`src/rtl/serial_pkg.sv`:
```
// Shared definitions for the serial link: state encoding and default frame geometry.
// The matching receiver uses the same defaults.
package serial_pkg;

    localparam int DEFAULT_DATA_WIDTH   = 8;
    localparam int DEFAULT_CLKS_PER_BIT = 4;

    typedef enum logic [2:0] {
        IDLE   = 3'd0,
        START  = 3'd1,
        DATA   = 3'd2,
        PARITY = 3'd3,
        STOP   = 3'd4
    } state_t;

    // Counter width for a 0..range_n-1 count, never narrower than one bit.
    function automatic int count_width(input int range_n);
        return (range_n > 1) ? $clog2(range_n) : 1;
    endfunction

endpackage

```
`src/rtl/serial_tx_bit_timer.sv`:
```
// Bit-period timer: tick marks the last cycle of each bit while enabled.
// The count is held at zero whenever enable is low.
module bit_timer
    import serial_pkg::*;
#(
    parameter int CLKS_PER_BIT = DEFAULT_CLKS_PER_BIT
) (
    input  logic clock,
    input  logic reset,
    input  logic enable,
    output logic tick
);

    localparam int                   TW   = count_width(CLKS_PER_BIT);
    localparam logic [TW-1:0]        LAST = TW'(CLKS_PER_BIT - 1);

    logic [TW-1:0] count;

    // NOTE: sequential state uses non-blocking assignments so every flop samples pre-edge values.
    always_ff @(posedge clock) begin
        if (reset || !enable) begin
            count <= '0;
        end else if (count == LAST) begin
            count <= '0;
        end else begin
            count <= count + TW'(1);
        end
    end

    assign tick = enable && (count == LAST);

endmodule

```
`src/rtl/serial_tx.sv`:
```
// Parallel-in, serial-out frame transmitter: start bit, LSB-first data,
// optional even parity, stop bit, each held for CLKS_PER_BIT cycles.
module serial_tx
    import serial_pkg::*;
#(
    parameter int DATA_WIDTH   = DEFAULT_DATA_WIDTH,
    parameter int CLKS_PER_BIT = DEFAULT_CLKS_PER_BIT,
    parameter int PARITY_EN    = 0
) (
    input  logic                  clock,
    input  logic                  reset,
    input  logic [DATA_WIDTH-1:0] data_in,
    input  logic                  valid,
    output logic                  ready,
    output logic                  tx,
    output logic                  busy,
    output logic                  done
);

    localparam int            CW       = count_width(DATA_WIDTH);
    localparam logic [CW-1:0] LAST_BIT = CW'(DATA_WIDTH - 1);

    state_t                state;
    state_t                state_next;
    logic                  tick;
    logic                  accept;
    logic                  timer_en;
    logic [DATA_WIDTH-1:0] shreg;
    logic                  parity_bit;
    logic [CW-1:0]         bit_count;

    assign accept   = valid && ready;
    assign timer_en = (state != IDLE);

    bit_timer #(
        .CLKS_PER_BIT(CLKS_PER_BIT)
    ) u_bit_timer (
        .clock  (clock),
        .reset  (reset),
        .enable (timer_en),
        .tick   (tick)
    );

    always_ff @(posedge clock) begin
        if (reset) begin
            state <= IDLE;
        end else begin
            state <= state_next;
        end
    end

    // NOTE: default assigned first so no path through the case leaves a latch.
    always_comb begin
        state_next = state;
        unique case (state)
            IDLE:    if (accept) state_next = START;
            START:   if (tick)   state_next = DATA;
            DATA: begin
                if (tick && (bit_count == LAST_BIT)) begin
                    state_next = (PARITY_EN != 0) ? PARITY : STOP;
                end
            end
            PARITY:  if (tick)   state_next = STOP;
            STOP:    if (tick)   state_next = IDLE;
            default: state_next = IDLE;
        endcase
    end

    always_comb begin
        tx    = 1'b1;
        ready = 1'b0;
        busy  = 1'b1;
        unique case (state)
            IDLE: begin
                ready = 1'b1;
                busy  = 1'b0;
            end
            START:   tx = 1'b0;
            DATA:    tx = shreg[0];
            PARITY:  tx = parity_bit;
            STOP:    tx = 1'b1;
            default: begin
                ready = 1'b1;
                busy  = 1'b0;
            end
        endcase
    end

    // Parity is taken at acceptance so later shifting cannot disturb it.
    always_ff @(posedge clock) begin
        if (reset) begin
            shreg      <= '0;
            parity_bit <= 1'b0;
            bit_count  <= '0;
            done       <= 1'b0;
        end else begin
            done <= (state == STOP) && tick;
            if (accept) begin
                shreg      <= data_in;
                parity_bit <= ^data_in;
                bit_count  <= '0;
            end else if ((state == DATA) && tick) begin
                shreg     <= shreg >> 1;
                bit_count <= (bit_count == LAST_BIT) ? '0 : bit_count + CW'(1);
            end
        end
    end

endmodule

```
`config.mk`:
```
export PLATFORM = sky130hd
export DESIGN_NAME = serial_tx
export DESIGN_NICKNAME = d
export VERILOG_FILES = /design/src/rtl/serial_pkg.sv /design/src/rtl/serial_tx_bit_timer.sv /design/src/rtl/serial_tx.sv
export SDC_FILE = /design/constraint.sdc
export NUM_CORES = 1
export LEC_CHECK = 0
export CAP_MARGIN = 40
export CORE_UTILIZATION = 46
export DETAILED_ROUTE_END_ITERATION = 10
export GPL_TIMING_DRIVEN = 0
export PLACE_DENSITY = 0.73
export SYNTH_ARGS = -nofsm -noshare
export SYNTH_HDL_FRONTEND = slang
export SYNTH_HIERARCHICAL = 1
export SYNTH_SLANG_ARGS = --single-unit
```
`constraint.sdc`:
```
create_clock -name clock -period 1.7 [get_ports clock]
set_input_delay 0.17 -clock clock [delete_from_list [all_inputs] [get_ports clock]]
set_output_delay 0.17 -clock clock [all_outputs]
set_load 0.03 [all_outputs]
```
Word-level counts from Yosys, hierarchy flattened. Index checks and enable logic that the tools add are counted.

Register bits after elaboration: 18. Bits of input ports: 11. Output and inout bits: 4. Logic and storage cells: 46.

Add/subtract/negate cells: 2. Eq/ne operators: 11. Multiplexer cells: 12. Reduce and logical (&&, ||, !) cells: 15.

Operators with widths (count): 3-bit 2-to-1 mux (6); 8-bit 2-to-1 mux (2); 3-bit one-hot mux with 5 select lines (1); 2-bit != test, second input constant (5); 8-bit parity (1); 3-bit by 2-bit equality test with 1-bit output, second input constant (2); 3-bit equality test, second input constant (2); 1-bit logical AND (5); 5-bit AND reduction (1); 2-bit OR reduction (2); 4-bit OR reduction (1); 3-bit by 1-bit adder with 3-bit output, second input constant (1); 3-bit by 1-bit equality test with 1-bit output, second input constant (1); 3-bit logical NOT (1); 1-bit one-hot mux with 3 select lines (1); 3-bit nonzero test (1); 2-bit by 1-bit adder with 2-bit output, second input constant (1); 2-bit equality test, second input constant (1); 1-bit 2-to-1 mux (2); 2-bit nonzero test (1); 1-bit logical NOT (1); 1-bit logical OR (1).

Depth between registers and ports, before layout.
Depth in word-level cells: 6. Mapped depth: 10. Depth with buffers taken out: 7.

By module. Netlist, hierarchy kept.

By module, submodules not included: serial_tx (instances 1, cells each 99, area an instance 882.1 um2, sequential area each 320.3 um2); bit_timer (instances 1, cells each 6, area an instance 86.3 um2, sequential area each 40.0 um2).

Worst setup path after synthesis. No wires, ideal clock.

Path type: reg2reg. From: reg state[0]. To: reg shreg[1]. Setup time: 0.132 ns. Data arrival time: 1.715 ns. Required time: 1.568 ns. Slack: -0.148 ns. Cell stages (with the launch flop): 11. Buffers on the path: 4. Period minus slack after synthesis: 1.848 ns. Path through: dfxtp_1 > buf_6 > nor3_2 > inv_1 > and2_1 > buf_2 > and4bb_1 > buf_6 > buf_6 > a22oi_1 > a21oi_1.

Elaborated cells between the ends (all ways): 12. Those cells by class: eq/ne (4); mux (2); reduce/logical (6).

RTL lines: start: declaration (line serial_tx.sv:23) `state_t state;`; start signal: assignment (line serial_tx.sv:48) `state <= state_next;`; 3-bit nonzero test (line serial_tx.sv:33) `assign timer_en = (state != IDLE);`; via timer_en (line serial_tx.sv:27) `logic timer_en;`; 1-bit logical AND (line serial_tx_bit_timer.sv:30) `assign tick = enable && (count == LAST);`; via tick (line serial_tx.sv:25) `logic tick;`; 1-bit logical AND (line serial_tx.sv:102) `end else if ((state == DATA) && tick) begin`; 2-bit nonzero test (no line); end signal: assignment (line serial_tx.sv:99) `shreg <= data_in;`; end signal: assignment (line serial_tx.sv:103) `shreg <= shreg >> 1;`; end: declaration (line serial_tx.sv:28) `logic [DATA_WIDTH-1:0] shreg;`.

The timed path passes the listed nets, and every way through them passes these cells. A chain may end at the register's enable or synchronous reset.

Worst setup path after layout.
From: reg state[0]. To: reg shreg[4].

The elaborated chain is that of the path after synthesis.

==> results.cfg <==
[final_layout]
layout_commonest_cell = dfxtp_1
diodes = 0
fillers = 180
layoutNonFillerInstCount = 157
nNetsFinal = 146
layout_common_cells = dfxtp_1 (15), clkdlybuf4s50_1 (11), a21oi_1 (10), nor2_1 (9)
drive_gt1_frac = 0.308
area_growth_pct = 36.0

[place]
dp.cells = 146
place.gp.congestion = 0.697
pre_cts_slack_ps = -206
portBuffers = 14
hpwl_um = 1380

[yosys]
synth_area_sq_um = 968
synth-edff-count = 0
async_reset_ff_frac = 0
synthCells = 105
ys_types = 29
yosysSeqAreaShare = 0.372
yosysTopAreaCell = dfxtp_1
ys.flop_type = dfxtp_1
synth_top_area_frac = 0.372
synth_area_leaders = dfxtp_1 (37%), xnor2_1 (6.3%), a21oi_1 (5.7%)
yosysWarnings = 6
syn_area_per_cell_sq_um = 9.22
ys_ff_latch = 18
syn_nets = 119

[setup_path]
crit_top_cell = buf_6
cp_max_fo = 5
critPathKind = flip-flop to flip-flop
cp_slowest_cell = dfxtp_2
cp-startpoint = state[0]
cp_data_required_time_ps = 1860
cpPeakStageDelay_ps = 330
end_kind = flip-flop
worstPathCellList = buf_6 -> nor3_4 -> inv_2 -> and2_4 -> and4bb_1 -> buf_6 -> buf_16 -> a22oi_2 -> a21oi_1
reg2reg_from = state[0]
start_kind = flip-flop
worstPathArrival_ps = 1820

[timing]
tightest_slew_ps = 506
hold_violations = 0
relSlewSlack = 0.663
rsz0062_at_grt = yes
period_needed_ps = 1660
post-route-period-util = 0.975
finalWorstSetupSlack_ps = 43.0
final_max_slew_viol_count = 0
max_clock_freq_mhz = 604
setup_violations = 0
fin_skew_ps = 2.59

[global_route]
grt_max_degree = 11
grt_pass1_wl_um = 3380
grt_pass1_vias = 800
antenna_found_initial = 0
grt_overflow = 0
grtUsageTotal = 0.217

[cts]
cts_tree = yes
clockBufferDepth = 2
clk_latency_ps = 290
clockRootBuffer = clkbuf_4
cts_max_level = 1
cts_buffers = 3
cts.sinks = 18
clk_pin_slew_ps = 100

[floorplan]
ios = 15
dieWidth_um = 47.9
die_h_um = 47.9
core_area_sq_um = 1960
die-area_sq_um = 2290
rows = 16
start_util = 0.494

[routing]
wl_per_cell_um = 13.9
ant_nets = 0
drt_pass1_iterations = 4
num_vias = 842
vias_per_cell = 5.36
dr.first_iter.drc_count = 14
drc_errors = 0
wl_um = 2180

[hold_path]
hold_start = u_bit_timer/count[0]
hp-class = flip-flop to flip-flop

[flow_run]
drv_cap = 0

[power]
irDropWorstVdd_mv = 0.418
power.density_nw_per_um2 = 633
p_leak_nw = 0.498

[status]
status = completed
-- critical path: cells and delay by family (launching register included) --
family                 cells  cell delay (ps)
DFF                        1              330
AOI/OAI and AO/OA          2              240
and+or+nand+nor            3              500
buffers and inverters      4              460
-- cells in the mapped netlist (2+ instances only) --
cell	instances
o21a_1	2
clkbuf_1	2
nor3b_1	2
inv_1	2
a211oi_1	3
or2_2	2
xnor2_1	7
buf_2	3
nand3b_1	6
a21oi_1	11
a22oi_1	5
nor3_1	6
nor2_1	9
ha_1	3
nand2_1	4
mux2i_1	5
dfxtp_1	18
buf_6	4
-- path summary, 6_finish.rpt --
check,to,slack [ps],depth (start not counted)
hold / removal,u_bit_timer/count[0],460,1
hold reg to reg,u_bit_timer/count[0],460,1
setup / recovery,shreg[4],40,9
setup reg to reg,shreg[4],40,9
-- cells by family after synthesis --
group | after synthesis | synth area share
buffers and inverters | 11 | 0.0775
DFF | 18 | 0.372
muxes | 5 | 0.0517
xor gates and xnor gates | 7 | 0.0633
and+or+nand+nor | 35 | 0.221
AOI/OAI and AO/OA | 26 | 0.176
adders and majority gates | 3 | 0.0388
-- registers in the layout (all words and copies together) (netlist names) --
name               cells
state                  3
parity_bit             1
shreg                  8
u_bit_timer/count      2
done                   1
bit_count              3
-- metrics by stage --
stage,TNS [ps],utilization,hold WS (ps),total power [W],instance area [sq um]
finish,0,0.672,463,0.000834,1320
global route,-126,0.672,481,0.000879,1320
CTS,-152,0.655,462,0.000836,1280
detailed placement,-1270,0.603,446,0.000617,1180
global placement,-1350,0.603,427,0.000612,1180
floorplan,0,-,244,0.000560,1010
-- cell type report --
cell class | count | area [sq um] | share of cell area
plain buffers | 8 | 68.8 | 0.0522
clock buffers | 3 | 22.5 | 0.0171
flip-flops and latches | 18 | 367 | 0.278
inverters | 2 | 7.51 | 0.00570
repair buffers | 23 | 238 | 0.180
multi-input cells | 76 | 581 | 0.441
well taps | 27 | 33.8 | 0.0256
-- report_power, final --
| part | leakage (nW) | total (W) | switching [W] | internal (W) |
|---|---|---|---|---|
| clock network | 0.0138 | 0.000211 | 0.000129 | 0.0000823 |
| logic | 0.336 | 0.000172 | 0.0000820 | 0.0000901 |
| registers | 0.149 | 0.000451 | 0.0000119 | 0.000439 |
| total | 0.498 | 0.000834 | 0.000223 | 0.000611 |
-- layer usage --
metal  global-route usage  vias up  wire [um]
met3               0.0264        4         36
met4                0.139        0         35
met5                    0        -          0
met1                0.248      399        972
met2                0.378       12       1140
li1                     -      427          -
-- timing repair --
action,in CTS,in global routing
gates resized for setup,24,7
pin swaps,6,7
cloned,1,0
endpoints found under the setup margin,12,14
hold endpoints to repair,0,0
hold buffers,0,0
buffers inserted,6,2
No activity file was read; power rests on OpenSTA's default activity.
